### src/rtl/inst_fetcher_pkg.sv
// Shared definitions for the instruction fetch stage: defaults, JAL opcode,
// queue entry layout, request FSM states and J-immediate extraction.
package inst_fetcher_pkg;

  localparam int unsigned QUEUE_DEPTH_LOG_DEF = 4;
  localparam logic [31:0] RESET_PC_DEF = 32'h0;
  localparam logic [6:0]  OPC_JAL = 7'b1101111;

  typedef enum logic {
    S_IDLE,
    S_WAIT
  } fetch_state_e;

  typedef struct packed {
    logic [31:0] inst;
    logic [31:0] pc;
    logic        pred;
  } q_entry_t;

  function automatic logic [31:0] jal_imm(input logic [31:0] w);
    return {{11{w[31]}}, w[31], w[19:12], w[20], w[30:21], 1'b0};
  endfunction

endpackage

### src/rtl/inst_fetcher_inst_queue.sv
// Circular instruction queue with push/pop/clear; pointers wrap naturally and
// count carries one extra bit so a full queue is distinguishable from empty.
module inst_queue #(
  parameter int unsigned DEPTH_LOG = 4,
  parameter int unsigned WIDTH     = 65
) (
  input  logic                 clk,
  input  logic                 rst,
  input  logic                 en,
  input  logic                 clr,
  input  logic                 push,
  input  logic [WIDTH-1:0]     push_data,
  input  logic                 pop,
  output logic [WIDTH-1:0]     head_data,
  output logic [DEPTH_LOG:0]   count
);

  localparam int unsigned DEPTH = 1 << DEPTH_LOG;

  logic [WIDTH-1:0]     mem [DEPTH];
  logic [DEPTH_LOG-1:0] wr_ptr;
  logic [DEPTH_LOG-1:0] rd_ptr;
  logic                 do_push;
  logic                 do_pop;

  // A pop frees a slot in the same cycle, so push is accepted even when full
  assign do_pop    = pop && (count != '0);
  assign do_push   = push && (!count[DEPTH_LOG] || do_pop);
  assign head_data = mem[rd_ptr];

  always_ff @(posedge clk or negedge rst) begin
    if (!rst) begin
      wr_ptr <= '0;
      rd_ptr <= '0;
      count  <= '0;
    end else if (en) begin
      if (clr) begin
        wr_ptr <= '0;
        rd_ptr <= '0;
        count  <= '0;
      end else begin
        if (do_push) wr_ptr <= wr_ptr + 1'b1;
        if (do_pop)  rd_ptr <= rd_ptr + 1'b1;
        case ({do_push, do_pop})
          2'b10:   count <= count + 1'b1;
          2'b01:   count <= count - 1'b1;
          default: count <= count;
        endcase
      end
    end
  end

  always_ff @(posedge clk) begin
    if (en && !clr && do_push) mem[wr_ptr] <= push_data;
  end

endmodule

### src/rtl/inst_fetcher.sv
// Fetch stage: PC, single-outstanding request FSM and instruction queue.
// Define JAL_PREDECODE_EN to redirect the PC on returned JAL words.
module inst_fetcher
  import inst_fetcher_pkg::*;
#(
  parameter int unsigned QUEUE_DEPTH_LOG = QUEUE_DEPTH_LOG_DEF,
  parameter logic [31:0] RESET_PC        = RESET_PC_DEF
) (
  input  logic        clk,
  input  logic        rst,
  input  logic        rdy,
  input  logic        clear,
  input  logic [31:0] clear_pc,
  output logic        mc_inst_flg,
  output logic [31:0] mc_inst_addr,
  input  logic        mc_ret_flg,
  input  logic [31:0] mc_ret_data,
  output logic        out_valid,
  output logic [31:0] out_inst,
  output logic [31:0] out_pc,
  output logic        out_pred_taken,
  input  logic        out_ready
);

  localparam int unsigned DEPTH = 1 << QUEUE_DEPTH_LOG;

  fetch_state_e             state, state_nx;
  logic [31:0]              pc, pc_nx, next_pc;
  logic                     pred;
  logic                     clr;
  logic                     push;
  logic                     pop;
  q_entry_t                 push_ent;
  q_entry_t                 head_ent;
  logic [QUEUE_DEPTH_LOG:0] count;
  logic                     not_full;

`ifdef JAL_PREDECODE_EN
  always_comb begin
    pred    = (mc_ret_data[6:0] == OPC_JAL);
    next_pc = pred ? (pc + jal_imm(mc_ret_data)) : (pc + 32'd4);
  end
`else
  always_comb begin
    pred    = 1'b0;
    next_pc = pc + 32'd4;
  end
`endif

  // Clear only takes effect on a cycle where the stage is allowed to advance
  assign clr      = clear & rdy;
  assign not_full = count < (QUEUE_DEPTH_LOG + 1)'(DEPTH);
  assign pop      = out_ready & ~clr;
  assign push_ent = '{inst: mc_ret_data, pc: pc, pred: pred};

  always_comb begin
    state_nx    = state;
    pc_nx       = pc;
    push        = 1'b0;
    mc_inst_flg = 1'b0;
    unique case (state)
      S_IDLE: if (not_full) state_nx = S_WAIT;
      S_WAIT: begin
        mc_inst_flg = ~mc_ret_flg;
        if (mc_ret_flg) begin
          push     = 1'b1;
          pc_nx    = next_pc;
          state_nx = S_IDLE;
        end
      end
      default: state_nx = S_IDLE;
    endcase
    if (clr) begin
      state_nx    = S_IDLE;
      pc_nx       = clear_pc;
      push        = 1'b0;
      mc_inst_flg = 1'b0;
    end
  end

  always_ff @(posedge clk or negedge rst) begin
    if (!rst) begin
      state <= S_IDLE;
      pc    <= RESET_PC;
    end else if (rdy) begin
      state <= state_nx;
      pc    <= pc_nx;
    end
  end

  inst_queue #(
    .DEPTH_LOG (QUEUE_DEPTH_LOG),
    .WIDTH     ($bits(q_entry_t))
  ) u_queue (
    .clk       (clk),
    .rst       (rst),
    .en        (rdy),
    .clr       (clr),
    .push      (push),
    .push_data (push_ent),
    .pop       (pop),
    .head_data (head_ent),
    .count     (count)
  );

  assign mc_inst_addr   = pc;
  assign out_valid      = (count != '0);
  assign out_inst       = head_ent.inst;
  assign out_pc         = head_ent.pc;
  assign out_pred_taken = out_valid & head_ent.pred;

endmodule
### config.mk
export PLATFORM = sky130hd
export DESIGN_NAME = inst_fetcher
export DESIGN_NICKNAME = d
export VERILOG_FILES = /design/src/rtl/inst_fetcher_pkg.sv /design/src/rtl/inst_fetcher_inst_queue.sv /design/src/rtl/inst_fetcher.sv
export SDC_FILE = /design/constraint.sdc
export NUM_CORES = 1
export LEC_CHECK = 0
export ABC_AREA = 0
export CAP_MARGIN = 15
export CORE_MARGIN = 4
export CORE_UTILIZATION = 50
export CTS_CLUSTER_SIZE = 40
export DETAILED_ROUTE_END_ITERATION = 6
export PLACE_DENSITY = 0.69
export SLEW_MARGIN = 40
export SYNTH_ARGS = -nofsm -noshare
export SYNTH_HDL_FRONTEND = slang
export SYNTH_SLANG_ARGS = --single-unit
### constraint.sdc
create_clock -name clk -period 10.4 [get_ports clk]
set_input_delay 2.08 -clock clk [delete_from_list [all_inputs] [get_ports clk]]
set_output_delay 2.08 -clock clk [all_outputs]
set_load 0.02 [all_outputs]
# Word level (Yosys, flattened, before mapping)
# Memory sizes are Yosys's and may differ from the RTL's.
# Cells that the tools add are included.
# Widths: inputs -> output; s select.
[word_totals]
ff_bits = 46
ram_bits = 1024
inputBits = 70
out_inout_bits = 99
memories = 1
[memory_table]
columns = ["memory", "words", "word_bits", "read_ports", "rd_ports_with_merged_regs", "write_ports", "line_no", "rtl"]
rows = [
  ["u_queue.mem", 16, 64, 1, 0, 1, "inst_fetcher_inst_queue.sv:20", "logic [WIDTH-1:0] mem [DEPTH];"],
]
[op_classes]
add_sub_neg = 5
magnitude_cmp = 1
eq_ne = 2
mux = 20
bitwise = 6
reduce_logical = 17
[ops]
columns = ["op", "count"]
rows = [
  ["$mux 32", 3],
  ["$add 32x3->32 const B", 1],
  ["$mux 4", 4],
  ["$mux 1", 10],
  ["$pmux 5 s2", 1],
  ["$add 4x1->4 const B", 2],
  ["$reduce_bool 2->1", 4],
  ["$reduce_and 2->1", 3],
  ["$add 5x1->5 const B", 1],
  ["$lt 5x5->1 const B", 1],
  ["$mux 5", 1],
  ["$reduce_bool 5->1", 1],
  ["$sub 5x1->5 const B", 1],
  ["$logic_and 1x1->1", 4],
  ["$not 1->1", 3],
  ["$reduce_and 3->1", 1],
  ["$reduce_bool 3->1", 1],
  ["$and 1x1->1", 2],
  ["$eq 2x1->1 const B", 1],
  ["$eq 2x2->1 const B", 1],
  ["$logic_not 1->1", 2],
  ["$pmux 1 s2", 1],
  ["$and 1x1->1 const B", 1],
  ["$logic_or 1x1->1", 1],
]

# Logic depth before layout (Yosys ltp)
[logic_depth]
ltp_word = 9
ltp_mapped = 11
mapped_depth_nobuf = 9

# By module
# From an unflattened synthesis, not the netlist that was laid out.
[hier_totals]
hier_cells = 2282
hier_area_um2 = 42737.2
[by_module_without_submodules]
columns = ["mod", "instances", "cells_each", "area_each_um2", "seq_area_each_um2"]
rows = [
  ["inst_queue", 1, 2060, 40709.0, 31555.3],
  ["inst_fetcher", 1, 222, 2028.2, 825.8],
]

# Worst setup path after synthesis
# Ideal clock, no wire load.
[synth_path]
kind = "input to register"
from = "input port clear"
to = "memory u_queue.mem[3][0] (netlist bit) (enable)"
arrival_time_ns = 7.461
required_time_ns = 9.835
setup_slack_ns = 2.374
path_stages = 5
n_path_buf = 1
cell_sequence = "clkbuf_1 -> nand4b_2 -> a21oi_2 -> nand2_1 -> nor3_1"
[synth_via]
elab_chain_len = 9
elab_cells_between_ends = 12
[synth_lines]
columns = ["element", "line_no", "rtl"]
rows = [
  ["start, declared", "inst_fetcher.sv:12", "input logic clear,"],
  ["$and 1x1->1 *", "inst_fetcher.sv:51", "assign clr = clear & rdy;"],
  ["$not 1->1", "inst_fetcher.sv:53", "assign pop = out_ready & ~clr;"],
  ["$and 1x1->1", "inst_fetcher.sv:53", ""],
  ["$logic_and 1x1->1", "inst_fetcher_inst_queue.sv:27", "assign do_pop = pop && (count != '0);"],
  ["$logic_or 1x1->1", "inst_fetcher_inst_queue.sv:28", "assign do_push = push && (!count[DEPTH_LOG] || do_pop);"],
  ["$logic_and 1x1->1", "inst_fetcher_inst_queue.sv:28", ""],
  ["$logic_and 1x1->1 *", "inst_fetcher_inst_queue.sv:54", "if (en && !clr && do_push) mem[wr_ptr] <= push_data;"],
  ["$mux 1 *", "inst_fetcher_inst_queue.sv:54", ""],
  ["$mux 1 (implied by the code) *", "inst_fetcher_inst_queue.sv:54", ""],
  ["end, declared", "inst_fetcher_inst_queue.sv:20", ""],
]
# Mark *: on every way between the ends. The rest lies on a longest branch, timed or not.

# Worst setup path after layout
[layout_path]
from = "input port rdy"
to = "output port mc_inst_flg"
[layout_via]
elab_chain_len = 2
[layout_lines]
columns = ["element", "line_no", "rtl"]
rows = [
  ["start, declared", "inst_fetcher.sv:11", "input logic rdy,"],
  ["$and 1x1->1", "inst_fetcher.sv:51", ""],
  ["$mux 1", "inst_fetcher.sv:73", "if (clr) begin"],
  ["end, declared", "inst_fetcher.sv:14", "output logic mc_inst_flg,"],
]
# No other way between the ends.

==> impl_metrics.toml <==
[timing]
report.final.setup_viol = 0
hold_violations = 0
final.setup_skew_ps = 28.2
fmax_mhz = 161
period_share_pct = 59.6
final.min_clock_period_ps = 6200
rsz_0062_raised_after_global_routing = "false"
final.hold.worst_slack_ps = 596
report.final.slew_viol_count = 0
tns_ps = 0
tightestPinTransition_ps = 867
maxSlewHeadroom_pct = 42.2

[grt]
global_route.usage.met1_pct = 30.7
grt_max_degree = 80
globalRouteTotalUtil_pct = 21.0
global_route.overflow_total = 0
grt_pass1_wl_microns = 135000
grt_util_met3_pct = 3.68
antenna_found_initial = 2
met2_usage_pct = 34.1
grt_pass1_vias = 20214
most_crowded_layer_after_global_routing = "met2"

[synth]
syn_avg_cell_area_sq_um = 23.3
ys_top_cells_by_area = "sky130_fd_sc_hd__edfxtp_1 74%, sky130_fd_sc_hd__mux4_2 17%, sky130_fd_sc_hd__dfrtp_1 2.8%"
synth.distinct_cells = 66
postSynth.topFlopCell = "sky130_fd_sc_hd__edfxtp_1"
yosysTopAreaCellShare_pct = 74.1
synth_sequential_area_ratio_pct = 76.9
post-synth-top-count-cell = "sky130_fd_sc_hd__edfxtp_1"
synth.yosys.warnings = 0
ys_ff_latch = 1070
synth_area_leader_cell = "sky130_fd_sc_hd__edfxtp_1"
syn_inst = 1778
synth_fp_nets = 1856
asyncSetResetFlopFracSynth_pct = 4.30
mappedNetlistArea_sq_mm = 0.0415
post_synth_most_frequent_cells = "1024 x sky130_fd_sc_hd__edfxtp_1, 316 x sky130_fd_sc_hd__mux4_2, 52 x sky130_fd_sc_hd__nand2_1"
synth-edff-count = 1024

[critical_path]
family_with_the_most_delay_on_the_worst_path = "buffers and inverters"
timing.critical_path.fanout_max = 32
critical_path_arrival_ps = 4120
crit_top_cell = "sky130_fd_sc_hd__clkdlybuf4s50_1"
setup.reg_to_reg.worst_slack_ps = 6630
crit_path_top_delay_cell = "sky130_fd_sc_hd__clkdlybuf4s50_1"
data_required_time_at_the_worst_endpoint_ps = 8320
cpPeakStageDelay_ps = 720
critPathCaptureType = "output port"
timing.setup.critical_path_class = "input port to output port"
critPathBufInv = 2
critPathLaunchType = "input port"
worstPathCellList = "clkdlybuf4s50_1, and2_4, nor3b_1, clkdlybuf4s50_1"

[placed_design]
place_hpwl_microns = 48500
place.port_buffers = 167
placement.cell_area_sq_mm = 0.0446
gpl.final_weighted_congestion = 0.821

[clock_tree]
clk_pin_slew_ps = 60
cts-htree-levels = 3
post-cts-setup-buffers = 0
cts_sinks = 1070
clkLatencyLatePin_ps = 660
cts-root-to-sink-buffers = 3
cts-root-buf = "sky130_fd_sc_hd__clkbuf_16"
tritoncts = "done"
number_of_buffers_created_by_cts = 105
postCtsHoldBufs = 0
postCtsResizedCells = 0

[power]
power_report.internal_total_uw = 7900
p_total_uw = 10400
power.density_cell_area_mw_per_mm2 = 216
sw_frac_of_total_pct = 23.8
vdd_ir_drop_max_mv = 0.136
comb_power_share_pct = 14.3
leakage_uw = 0.0148
power_frac_clock_pct = 36.7
seqPwrFrac_pct = 49.0
p_switching_uw = 2470

[die]
die_width_microns = 296
design.core.area_sq_mm = 0.0821
initial_utilization_pct = 50.5
number_of_rows_created_at_floorplan = 105
die_area_sq_mm = 0.0876
die_h_microns = 296
design.portCount = 169

[route]
length_of_the_first_detailed_routing_pass_in_iterations = 6
antenna_violating_nets_post_route = 0
via_per_inst = 6.23
route.final.wire_length_microns = 90800
remaining_drc_errors = 0
detail_route.wl_per_cell_microns = 28.7
via_count = 19704
drt-initial-drc-count = 2171

[final_layout]
post-route-cell-area_sq_mm = 0.0481
synthToLayoutAreaGrowth_pct = 16.0
finish.utilization_pct = 58.6
antenna-diode-count = 0
layout.nets = 2084
drive_above_1_share_pct = 27.0

[flow_run]
max_cap_violations = 0

[hold_path]
min_path_type = "flip-flop to flip-flop"

[run_status]
status = "finished, final reports clean"
metal layers:
| metal | part of all wire [%] | routed length [microns] |
|---|---|---|
| met1 | 41 | 36900 |
| met3 | 7.9 | 7130 |
| met2 | 50 | 45200 |
| met4 | 1.6 | 1480 |
| met5 | 0 | 0 |
kinds of logic after synthesis:
family                   count (synthesis)  share of synthesized area [%]
flip-flops                            1070                           76.9
other                                    1                        0.00904
adder cells (fa/ha/maj)                  8                          0.241
buffers and inverters                  103                           1.52
AND/OR/NAND/NOR                        163                           1.97
AO/OA/AOI/OAI                          100                           1.63
multiplexers                           326                           17.6
XOR/XNOR                                 7                          0.148
through the flow:
stage          cells  setup slack (ps)
6_report        3161              4200
5_1_grt         3161              4070
4_1_cts         3161              4200
3_5_place_dp    2969              4040
3_3_place_gp    2958              4100
2_1_floorplan   1778              2370
cell usage in the layout (no fill, tap or decap), types with 8 or more instances in the layout:
cell	netlist	layout
sky130_fd_sc_hd__clkinv_2	0	20
sky130_fd_sc_hd__ha_1	8	8
sky130_fd_sc_hd__a21oi_1	31	31
sky130_fd_sc_hd__nor3_1	14	10
sky130_fd_sc_hd__buf_4	3	26
sky130_fd_sc_hd__o22ai_1	17	17
sky130_fd_sc_hd__edfxtp_1	1024	1024
sky130_fd_sc_hd__buf_6	27	10
sky130_fd_sc_hd__clkinv_1	1	16
sky130_fd_sc_hd__nor2_4	0	12
sky130_fd_sc_hd__dfrtp_1	46	38
sky130_fd_sc_hd__clkbuf_16	0	109
sky130_fd_sc_hd__nand3_1	16	16
sky130_fd_sc_hd__clkdlybuf4s50_1	0	166
sky130_fd_sc_hd__nand2_1	52	52
sky130_fd_sc_hd__o21ai_0	13	13
sky130_fd_sc_hd__nor2_1	48	36
sky130_fd_sc_hd__bufinv_16	0	13
sky130_fd_sc_hd__nand4_1	8	8
sky130_fd_sc_hd__clkbuf_1	42	23
sky130_fd_sc_hd__mux4_2	316	316
state kept, by name (all words and copies together), names as in the netlist:
name            count
state               1
u_queue.wr_ptr      4
u_queue.count       5
mc_inst_addr       32
u_queue.mem      1024
u_queue.rd_ptr      4
layout make-up:
type                       count  area (sq um)
clock inverter                58           636
sequential                  1070         31900
clock buffer                 134          2840
fill                        5641         34000
tap                         1070          1340
multi-input combinational    605          9050
inverter                       8          30.0
timing repair buffer         216          2280
power groups by stage:
stage / logic [uW] / clock network [uW] / registers [uW]
final: 1490 / 3800 / 5080
after global routing: 1600 / 4070 / 5100
after CTS: 1520 / 3870 / 5080
after detailed placement: 1510 / 0 / 5170
after global placement: 1460 / 0 / 5180
after floorplan: 1020 / 0 / 5130
worst paths after layout:
| path | end | depth (start not counted) | from |
|---|---|---|---|
| hold reg to reg | u_queue.wr_ptr[0] | 1 | u_queue.wr_ptr[0] |
| min in group asynchronous | mc_inst_addr[24] | 1 | rst |
| setup reg to reg | u_queue.mem[3][59] | 6 | state |
| hold / removal | u_queue.wr_ptr[0] | 1 | u_queue.wr_ptr[0] |
| max in group asynchronous | u_queue.rd_ptr[0] | 1 | rst |
| setup / recovery | mc_inst_flg | 4 | rdy |
Power figures use the tool's default switching activity.
